File: src/rtl/lcd_capture_if.sv
`default_nettype none
// ============================================================================
// lcd_capture_if
// PicoRV-style memory bus between a master and the lcd_capture register file.
// Revision: 1.0
// ============================================================================
interface lcd_capture_if;
  logic        select;
  logic [3:0]  wstrb;
  logic [11:0] addr;
  logic [31:0] data_i;
  logic        ready;
  logic [31:0] data_o;

  modport master (
    output select, wstrb, addr, data_i,
    input  ready, data_o
  );

  modport slave (
    input  select, wstrb, addr, data_i,
    output ready, data_o
  );
endinterface
`default_nettype wire

File: src/rtl/lcd_capture.sv
`default_nettype none
// ============================================================================
// lcd_capture
// Measures a DE-mode RGB stream per frame (width, lines, lit pixels, signature)
// and exposes the results as bus registers.
// Revision: 1.0
// ============================================================================
module lcd_capture #(
  parameter int EXP_WIDTH  = 480,
  parameter int EXP_HEIGHT = 272,
  parameter int VBLANK_MIN = 600
) (
  input  wire        clk,
  input  wire        rst_n,
  lcd_capture_if.slave bus,
  input  wire        dclk,
  input  wire        de,
  input  wire  [7:0] red,
  input  wire  [7:0] green,
  input  wire  [7:0] blue
);

  localparam logic [9:0]  c_exp_width  = 10'(EXP_WIDTH);
  localparam logic [8:0]  c_exp_height = 9'(EXP_HEIGHT);
  localparam logic [15:0] c_vblank_min = 16'(VBLANK_MIN);

  typedef enum logic [1:0] {
    ST_IDLE   = 2'd0,
    ST_SYNC   = 2'd1,
    ST_ACTIVE = 2'd2
  } state_t;

  state_t      r_state, w_state_next;

  logic        r_dclk_q, r_de_q;
  logic [15:0] r_run_cnt;
  logic [9:0]  r_x_cnt, r_last_width;
  logic [8:0]  r_y_cnt, r_frame_lines;
  logic [19:0] r_lit_acc, r_lit_count;
  logic [31:0] r_sig, r_signature, r_frame_count;
  logic        r_ctrl_en;
  logic [3:0]  r_sticky;                 // {FRAME_DONE, COLOR_ERR, HEIGHT_ERR, WIDTH_ERR}
  logic        r_ready;
  logic [31:0] r_data_o;

  logic        w_smp, w_lit, w_dark, w_active, w_frame, w_line_end, w_latch, w_access;
  logic [15:0] w_run_next;
  logic [3:0]  w_sticky_set, w_w1c;
  logic [9:0]  w_reg;
  logic [31:0] w_rdata;
  logic        w_unused;

  assign w_smp      = dclk & ~r_dclk_q;
  assign w_lit      = &{red, green, blue};
  assign w_dark     = ~|{red, green, blue};
  assign w_active   = (r_state == ST_ACTIVE);
  assign w_run_next = (r_run_cnt == 16'hFFFF) ? r_run_cnt : r_run_cnt + 16'd1;
  assign w_frame    = w_smp & ~de & (r_state != ST_IDLE) & (w_run_next == c_vblank_min);
  assign w_line_end = w_smp & ~de & r_de_q;
  assign w_latch    = w_active & w_frame & (r_y_cnt != 9'd0);

  assign w_sticky_set[0] = w_active & w_line_end & (r_x_cnt != c_exp_width);
  assign w_sticky_set[1] = w_latch & (r_y_cnt != c_exp_height);
  assign w_sticky_set[2] = w_active & w_smp & de & ~w_lit & ~w_dark;
  assign w_sticky_set[3] = w_latch;

  assign w_access = bus.select & ~r_ready;
  assign w_reg    = bus.addr[11:2];
  assign w_w1c    = (w_access && bus.wstrb[0] && w_reg == 10'd1) ? bus.data_i[4:1] : 4'd0;
  assign w_unused = &{1'b0, bus.addr[1:0], bus.wstrb[3:1], bus.data_i[31:5]};

  assign bus.ready  = r_ready;
  assign bus.data_o = r_data_o;

  always_ff @(posedge clk or negedge rst_n) begin
    if (!rst_n) r_state <= ST_IDLE;
    else        r_state <= w_state_next;
  end

  always_comb begin
    w_state_next = r_state;
    case (r_state)
      ST_IDLE:   if (r_ctrl_en) w_state_next = ST_SYNC;
      ST_SYNC:   if (!r_ctrl_en) w_state_next = ST_IDLE;
                 else if (w_frame) w_state_next = ST_ACTIVE;
      ST_ACTIVE: if (!r_ctrl_en) w_state_next = ST_IDLE;
      default:   w_state_next = ST_IDLE;
    endcase
  end

  // Pixel path: everything but the dclk edge detector advances only on a sample strobe.
  always_ff @(posedge clk or negedge rst_n) begin
    if (!rst_n) begin
      r_dclk_q      <= 1'b0;
      r_de_q        <= 1'b0;
      r_run_cnt     <= 16'd0;
      r_x_cnt       <= 10'd0;
      r_y_cnt       <= 9'd0;
      r_lit_acc     <= 20'd0;
      r_sig         <= 32'd0;
      r_last_width  <= 10'd0;
      r_frame_lines <= 9'd0;
      r_lit_count   <= 20'd0;
      r_signature   <= 32'd0;
      r_frame_count <= 32'd0;
    end else begin
      r_dclk_q <= dclk;
      if (w_smp && r_state != ST_IDLE) begin
        r_de_q    <= de;
        r_run_cnt <= de ? 16'd0 : w_run_next;
        if (r_state == ST_SYNC || w_frame) begin
          r_x_cnt   <= 10'd0;
          r_y_cnt   <= 9'd0;
          r_lit_acc <= 20'd0;
          r_sig     <= 32'd0;
        end else if (de) begin
          r_x_cnt   <= r_x_cnt + 10'd1;
          r_lit_acc <= r_lit_acc + {19'd0, w_lit};
          r_sig     <= {r_sig[30:0], r_sig[31] ^ w_lit};
        end else if (r_de_q) begin
          r_last_width <= r_x_cnt;
          r_x_cnt      <= 10'd0;
          if (r_y_cnt != 9'h1FF) r_y_cnt <= r_y_cnt + 9'd1;
        end
      end
      if (w_latch) begin
        r_frame_lines <= r_y_cnt;
        r_lit_count   <= r_lit_acc;
        r_signature   <= r_sig;
        r_frame_count <= r_frame_count + 32'd1;
      end
    end
  end

  always_comb begin
    w_rdata = 32'd0;
    case (w_reg)
      10'd0:   w_rdata = {31'd0, r_ctrl_en};
      10'd1:   w_rdata = {27'd0, r_sticky, w_active};
      10'd2:   w_rdata = r_frame_count;
      10'd3:   w_rdata = {6'd0, r_last_width, 7'd0, r_frame_lines};
      10'd4:   w_rdata = {12'd0, r_lit_count};
      10'd5:   w_rdata = r_signature;
      default: w_rdata = 32'd0;
    endcase
  end

  // A same-cycle hardware set overrides the write-1-to-clear.
  always_ff @(posedge clk or negedge rst_n) begin
    if (!rst_n) begin
      r_ready   <= 1'b0;
      r_data_o  <= 32'd0;
      r_ctrl_en <= 1'b0;
      r_sticky  <= 4'd0;
    end else begin
      r_ready  <= w_access;
      r_data_o <= w_access ? w_rdata : 32'd0;
      if (w_access && bus.wstrb[0] && w_reg == 10'd0) r_ctrl_en <= bus.data_i[0];
      r_sticky <= (r_sticky & ~w_w1c) | w_sticky_set;
    end
  end

endmodule
`default_nettype wire

File: src/flat_wrapper.sv
// flat-port wrapper written by rule: the top's interface ports become plain ports
module lcd_capture_flat 
#(
  parameter int EXP_WIDTH  = 480,
  parameter int EXP_HEIGHT = 272,
  parameter int VBLANK_MIN = 600
)
  (clk, rst_n, dclk, de, red, green, blue, bus_select, bus_wstrb, bus_addr, bus_data_i, bus_ready, bus_data_o);
  lcd_capture_if bus_i ();
  input  wire clk;
  input  wire rst_n;
  input  wire dclk;
  input  wire de;
  input  wire  [7:0] red;
  input  wire  [7:0] green;
  input  wire  [7:0] blue;
  input wire logic [$bits(bus_i.select)-1:0] bus_select;
  input wire logic [$bits(bus_i.wstrb)-1:0] bus_wstrb;
  input wire logic [$bits(bus_i.addr)-1:0] bus_addr;
  input wire logic [$bits(bus_i.data_i)-1:0] bus_data_i;
  output wire logic [$bits(bus_i.ready)-1:0] bus_ready;
  output wire logic [$bits(bus_i.data_o)-1:0] bus_data_o;
  assign bus_i.select = bus_select;
  assign bus_i.wstrb = bus_wstrb;
  assign bus_i.addr = bus_addr;
  assign bus_i.data_i = bus_data_i;
  assign bus_ready = bus_i.ready;
  assign bus_data_o = bus_i.data_o;
  lcd_capture #(.EXP_WIDTH(EXP_WIDTH), .EXP_HEIGHT(EXP_HEIGHT), .VBLANK_MIN(VBLANK_MIN)) u_core (.clk(clk), .rst_n(rst_n), .bus(bus_i), .dclk(dclk), .de(de), .red(red), .green(green), .blue(blue));
endmodule
File: config.mk
export PLATFORM = sky130hd
export DESIGN_NAME = lcd_capture_flat
export DESIGN_NICKNAME = d
export VERILOG_FILES = /design/src/rtl/lcd_capture_if.sv /design/src/rtl/lcd_capture.sv /design/src/flat_wrapper.sv
export SDC_FILE = /design/constraint.sdc
export NUM_CORES = 1
export LEC_CHECK = 0
export BUFFER_PORTS_ARGS = -buffer_cell sky130_fd_sc_hd__buf_2
export CORE_MARGIN = 4
export CORE_UTILIZATION = 61
export DETAILED_ROUTE_END_ITERATION = 6
export HOLD_SLACK_MARGIN = 0.06
export PLACE_DENSITY = 0.88
export SLEW_MARGIN = 10
export SYNTH_ARGS = -nofsm -noshare
export SYNTH_HDL_FRONTEND = slang
export SYNTH_SLANG_ARGS = --single-unit
File: constraint.sdc
create_clock -name clk -period 6.39 [get_ports clk]
set_clock_uncertainty 0.15 [all_clocks]
set_input_delay 1.278 -clock clk [delete_from_list [all_inputs] [get_ports clk]]
set_output_delay 1.278 -clock clk [all_outputs]
set_load 0.1 [all_outputs]
Yosys cells after proc, flatten, opt, wreduce, memory -nomap -nowiden
Index checks and enable logic that the tools add are counted.
Storage, ports and cells
  bits in registers: 232
  input bits: 77
  output and inout port bits: 33
  word-level logic and storage cells: 103
Operators by class
  $add $sub $neg: 5
  equality and inequality tests: 16
  muxes and demuxes: 21
  bitwise logic cells: 24
  reduce and logical (&&, ||, !) cells: 20
Operator list (number)
  32-bit one-hot mux with 6 select lines: 1
  32-bit 2-to-1 mux: 3
  20-bit 2-to-1 mux: 2
  9-bit 2-to-1 mux: 4
  32-bit by 1-bit adder with 32-bit output (second input constant): 1
  16-bit 2-to-1 mux: 2
  10-bit 2-to-1 mux: 3
  24-bit AND reduction: 1
  24-bit OR reduction: 1
  20-bit by 1-bit adder with 20-bit output: 1
  10-bit by 2-bit == test with 1-bit output (second input constant): 2
  10-bit by 3-bit == test with 1-bit output (second input constant): 2
  9-bit != test (second input constant): 2
  16-bit by 1-bit adder with 16-bit output (second input constant): 1
  16-bit by 10-bit == test with 1-bit output (second input constant): 1
  16-bit == test (second input constant): 1
  1-bit bitwise AND: 15
  10-bit by 1-bit adder with 10-bit output (second input constant): 1
  10-bit by 1-bit == test with 1-bit output (second input constant): 1
  10-bit logical NOT: 1
  10-bit by 9-bit != test with 1-bit output (second input constant): 1
  9-bit by 1-bit adder with 9-bit output (second input constant): 1
  9-bit nonzero test: 1
  2-bit 2-to-1 mux: 4
  20 further kinds: 33

Longest topological paths before layout
  depth after elaboration: 9
  mapped depth: 12
  gate-level depth less buffers: 12

Worst setup path after synthesis
OpenSTA, ideal clock, no wires.
  kind: input-to-reg
  start point: input blue[5]
  end point: register u_core.r_lit_acc[18]
  setup time: 0.133 ns
  arrival: 3.813 ns
  required time: 6.107 ns
  setup slack: 2.293 ns
  stages on the path: 12
  path buffers: 0
  cells stage by stage: nand4_1 -> or4_1 -> nor3_1 -> ha_1 -> ha_1 -> nand3_1 -> nor4_1 -> nand4_1 -> nor2_1 -> nand3_1 -> mux2i_1 -> o21ai_0
Between the ends
  word-level cells in the longest chain between the ends: 4
RTL lines
  start, declared: line flat_wrapper.sv:16  | input wire [7:0] blue;
  24-bit AND reduction: line lcd_capture.sv:54  | assign w_lit = &{red, green, blue};
  20-bit by 1-bit adder with 20-bit output: line lcd_capture.sv:118  | r_lit_acc <= r_lit_acc + {19'd0, w_lit};
  20-bit 2-to-1 mux: line lcd_capture.sv:116  | end else if (de) begin
  20-bit 2-to-1 mux: line lcd_capture.sv:111  | if (r_state == ST_SYNC || w_frame) begin
  end signal, assigned: line lcd_capture.sv:118
  end, declared: line lcd_capture.sv:39  | logic [19:0] r_lit_acc, r_lit_count;
Every way passes these cells. The select of a mux whose other input is x is not followed.
A chain may end at the register's enable or synchronous reset.

Worst setup path after layout
  start point: register u_core.r_run_cnt[0]
  end point: register u_core.r_frame_count[28]
Between the ends
  word-level cells in the longest chain between the ends: 6
  elaborated cells on any way between the ends: 7
  classes of those cells: add/sub: 1; eq/ne: 2; mux: 1; bitwise: 3
RTL lines
  start, declared: line lcd_capture.sv:36  | logic [15:0] r_run_cnt;
  start signal, assigned: line lcd_capture.sv:110  | r_run_cnt <= de ? 16'd0 : w_run_next;
  16-bit by 1-bit adder with 16-bit output / 16-bit == test (equally long branches): line lcd_capture.sv:57  | assign w_run_next = (r_run_cnt == 16'hFFFF) ? r_run_cnt : r_run_cnt + 16'd1;
  16-bit 2-to-1 mux *: line lcd_capture.sv:57
  16-bit by 10-bit == test with 1-bit output *: line lcd_capture.sv:58  | assign w_frame = w_smp & ~de & (r_state != ST_IDLE) & (w_run_next == c_vblank_min);
  1-bit bitwise AND *: line lcd_capture.sv:58
  1-bit bitwise AND * (2 in a row): line lcd_capture.sv:60  | assign w_latch = w_active & w_frame & (r_y_cnt != 9'd0);
  end signal, assigned: line lcd_capture.sv:130  | r_frame_count <= r_frame_count + 32'd1;
  end, declared: line lcd_capture.sv:40  | logic [31:0] r_sig, r_signature, r_frame_count;
Every way passes the cells marked *; elsewhere a longest branch is shown, timed or not.

==> run metrics <==
share of layout cells above drive strength 1=between 10% and 20%; number of input and output port buffers inserted=77; row cnt=48; detailed placement HPWL=17.0 mm; cell at the root of the clock tree=sky130_fd_sc_hd__clkbuf_16; Die Ht=141 µm; Synth Flop Type=sky130_fd_sc_hd__dfrtp_1; fin cells=1,387; Setup violations, final=0; Clock Latency Late Sink=0.53 ns; total placed cells including tap cells=1,343; clock buffers created by TritonCTS=25; number of distinct library cells after synthesis=65; proportion of synthesized chip area in sequential cells=53.8%; Crit path required time=6.69 ns; Sum Neg Setup Slack=0 ns; top library cells by usage in the layout, fill and taps aside=sky130_fd_sc_hd__nand2_1 (255), sky130_fd_sc_hd__dfrtp_1 (232), sky130_fd_sc_hd__buf_2 (76); static leakage=5.80 nW; largest fanout on the critical path=41; first-pass GRT wire length=44.8 mm; area enclosed by the die boundary=19,900 µm²; register bit total from synthesis=232; via count normalized by instance count=6.48; # hold bufs at CTS=0; run status=finished clean; Area contributors post-synth=sky130_fd_sc_hd__dfrtp_1 (54%), sky130_fd_sc_hd__nand2_1 (8.9%), sky130_fd_sc_hd__a22o_1 (3.0%); net count after synthesis=1,187; number of clock sinks=232; share of Yosys cell area claimed by the top area cell type=53.8%; unrepaired setup endpoints after global routing=false; fin nets=approximately 1,200; number of cells produced by synthesis=~1,100; clock transition at the register clock pins on the worst setup and hold paths after CTS=0.06 ns; initial antenna violation count=0; aggregate routed wire length=between 20 and 30 mm; arrival time of data at the critical path endpoint=4.56 ns; count of pins on the block boundary=110; DR iter-0 viols=1,153; detailed-routing iteration count for the pre-antenna-repair pass=6; Setup crit end kind=register; All-Layer GR Usage=a little over a quarter; P&R area growth vs syn=12.7%; actual transition at the worst max-transition pin=1.16 ns; post-route fraction of the period consumed by the critical path=66.8%; number of enable-type register cells in the synthesized netlist=0; initial core utilization=62.3%; placeable core region=17,300 µm²; hold violation total from the final report=0; crit path launch type=register; top achievable clock speed=between 200 and 250 MHz; maximum VDD drop=0.266 mV; power density of the placed cells=around 250 nW/µm²; final number of max-transition violations=0; cell area after synthesis=10,800 µm²; gp weighted congestion=0.862; number of global-route vias before repair=8,735; level count of the clock H-tree=1; remaining antenna violation count=0; Clock Tree Buf Depth=3; GRT Residual Overflow=0; Horiz. Die Dim=approximately 140 µm; most common cell after layout, fill and taps aside=sky130_fd_sc_hd__nand2_1; via count=~9,000; clock tree from TritonCTS=built; count of synthesis-stage warnings from yosys=0; path category of the worst min-delay check=reg2reg; number of buffers inserted to repair setup after CTS=0; average size of a mapped cell=9.79 µm²; pin count of the biggest net entering global routing=between 100 and 150; Yosys top cell by area=sky130_fd_sc_hd__dfrtp_1; Period minus WS final=4.27 ns; maximum capacitance violations=0; worst slew slack as a fraction of its limit=between 20% and 30%; type of the setup path with the least slack=reg2reg; count of instances resized after the clock tree is built=0; drt drc=0; proportion of register bits with asynchronous set or reset after synthesis=100%; average detailed-routed wire length per instance=approximately 20 µm; n_diodes=0
[worst paths after layout]
check,to,slack [ns],from,cells after the start
max in group asynchronous,u_core.r_lit_acc[10],4.09,rst_n,2
hold / removal,u_core.r_signature[18],0.32,u_core.r_signature[18],2
setup / recovery,u_core.r_frame_count[28],2.12,u_core.r_run_cnt[0],10
setup reg to reg,u_core.r_frame_count[28],2.12,u_core.r_run_cnt[0],10
min in group asynchronous,u_core.bus.data_o[4],0.61,rst_n,1
hold reg to reg,u_core.r_signature[18],0.32,u_core.r_signature[18],2
[power by group]
| group | leakage, nW | total (W) | internal (W) | switching (W) |
|---|---|---|---|---|
| clock network | 0.427 | 0.00150 | 0.000904 | 0.000592 |
| registers | 3.22 | 0.00148 | 0.00147 | 0.00000650 |
| logic | 2.15 | 0.0000833 | 0.0000247 | 0.0000586 |
[registers in the layout, indices dropped and copies added, names as in the netlist, 16 cells and up]
| register | cells |
|---|---|
| u_core.bus.data_o | 32 |
| u_core.r_frame_count | 32 |
| u_core.r_sig | 32 |
| u_core.r_signature | 32 |
| u_core.r_lit_acc | 20 |
| u_core.r_lit_count | 20 |
| u_core.r_run_cnt | 16 |
[synth_stat cells (3+ instances only)]
cell,n
sky130_fd_sc_hd__mux2i_1,9
sky130_fd_sc_hd__a22o_1,37
sky130_fd_sc_hd__o21a_1,3
sky130_fd_sc_hd__o21ai_0,31
sky130_fd_sc_hd__a31oi_1,9
sky130_fd_sc_hd__a21oi_1,35
sky130_fd_sc_hd__xnor2_1,19
sky130_fd_sc_hd__and3_1,17
sky130_fd_sc_hd__and2_1,3
sky130_fd_sc_hd__nor4_1,21
sky130_fd_sc_hd__buf_2,15
sky130_fd_sc_hd__nor2_1,64
sky130_fd_sc_hd__buf_1,4
sky130_fd_sc_hd__nor3_2,4
sky130_fd_sc_hd__and4_1,3
sky130_fd_sc_hd__clkbuf_1,54
sky130_fd_sc_hd__or4_1,3
sky130_fd_sc_hd__nor3_1,22
sky130_fd_sc_hd__o31a_1,4
sky130_fd_sc_hd__nor2b_1,4
sky130_fd_sc_hd__dfrtp_1,232
sky130_fd_sc_hd__or3_1,7
sky130_fd_sc_hd__mux2_1,10
sky130_fd_sc_hd__nand2_1,255
sky130_fd_sc_hd__xor2_1,16
sky130_fd_sc_hd__o21ai_1,5
sky130_fd_sc_hd__o211a_1,3
sky130_fd_sc_hd__mux2_2,21
sky130_fd_sc_hd__a222oi_1,16
sky130_fd_sc_hd__inv_1,13
sky130_fd_sc_hd__a41oi_1,4
sky130_fd_sc_hd__or2_2,3
sky130_fd_sc_hd__o41ai_1,3
sky130_fd_sc_hd__nand2b_1,4
sky130_fd_sc_hd__o22a_1,4
sky130_fd_sc_hd__o31ai_1,4
sky130_fd_sc_hd__o311ai_0,6
sky130_fd_sc_hd__nand3_1,38
sky130_fd_sc_hd__ha_1,9
sky130_fd_sc_hd__nand4_1,34
sky130_fd_sc_hd__a22oi_1,24
[worst max-delay path: stages (launching register included)]
cell                       delay [ns]
sky130_fd_sc_hd__dfrtp_1         0.45
sky130_fd_sc_hd__ha_1            0.28
sky130_fd_sc_hd__nand3_1         0.38
sky130_fd_sc_hd__nor4_2          0.37
sky130_fd_sc_hd__buf_4           0.23
sky130_fd_sc_hd__o21bai_1        0.12
sky130_fd_sc_hd__a2111o_1        0.51
sky130_fd_sc_hd__or3_2           0.69
sky130_fd_sc_hd__buf_4           0.35
sky130_fd_sc_hd__nor4_1          0.43
sky130_fd_sc_hd__xor2_1          0.21
[routing by layer]
| metal | global-route usage [%] | vias to the layer above | part of all wire, % |
|---|---|---|---|
| met5 | 0 | - | 0 |
| met4 | 7.70 | 0 | 2.6 |
| met3 | 3.87 | 74 | 7.6 |
| met2 | 45.1 | 459 | 49 |
| met1 | 38.8 | 4423 | 41 |
| li1 | - | 4026 | - |
[cell families (layout without fill, tap and decap cells)]
family	Yosys count	after routing	share of synthesized area, %
simple gates	492	492	21.0
flops	232	232	53.8
compound gates	204	204	13.7
buf+inv	88	149	3.32
mux	41	41	4.21
xor+xnor	35	35	2.84
fa+ha+maj	9	9	1.04
[area by class of cell]
class | instances | area (µm²)
Sequential cell | 232 | 5810
Fill cell | 1177 | 5140
Multi-Input combinational cell | 781 | 4650
Clock buffer | 34 | 709
Timing Repair Buffer | 92 | 508
Tap cell | 225 | 282
Clock inverter | 10 | 150
Inverter | 13 | 48.8
[stage by stage]
stage                     utilization (%)  instance area, µm²  hold WS [ns]  setup WS (ns)  total power, W
after floorplan                         -               10800         0.283           2.29         0.00154
after global placement               65.3               11300         0.298           1.94         0.00159
after detailed placement             65.3               11300         0.306           1.85         0.00159
after CTS                            70.3               12200         0.321           2.18         0.00308
after global routing                 70.3               12200         0.343           1.86         0.00315
final                                70.3               12200         0.322           2.12         0.00306
No activity file was read; power rests on OpenSTA's default activity.
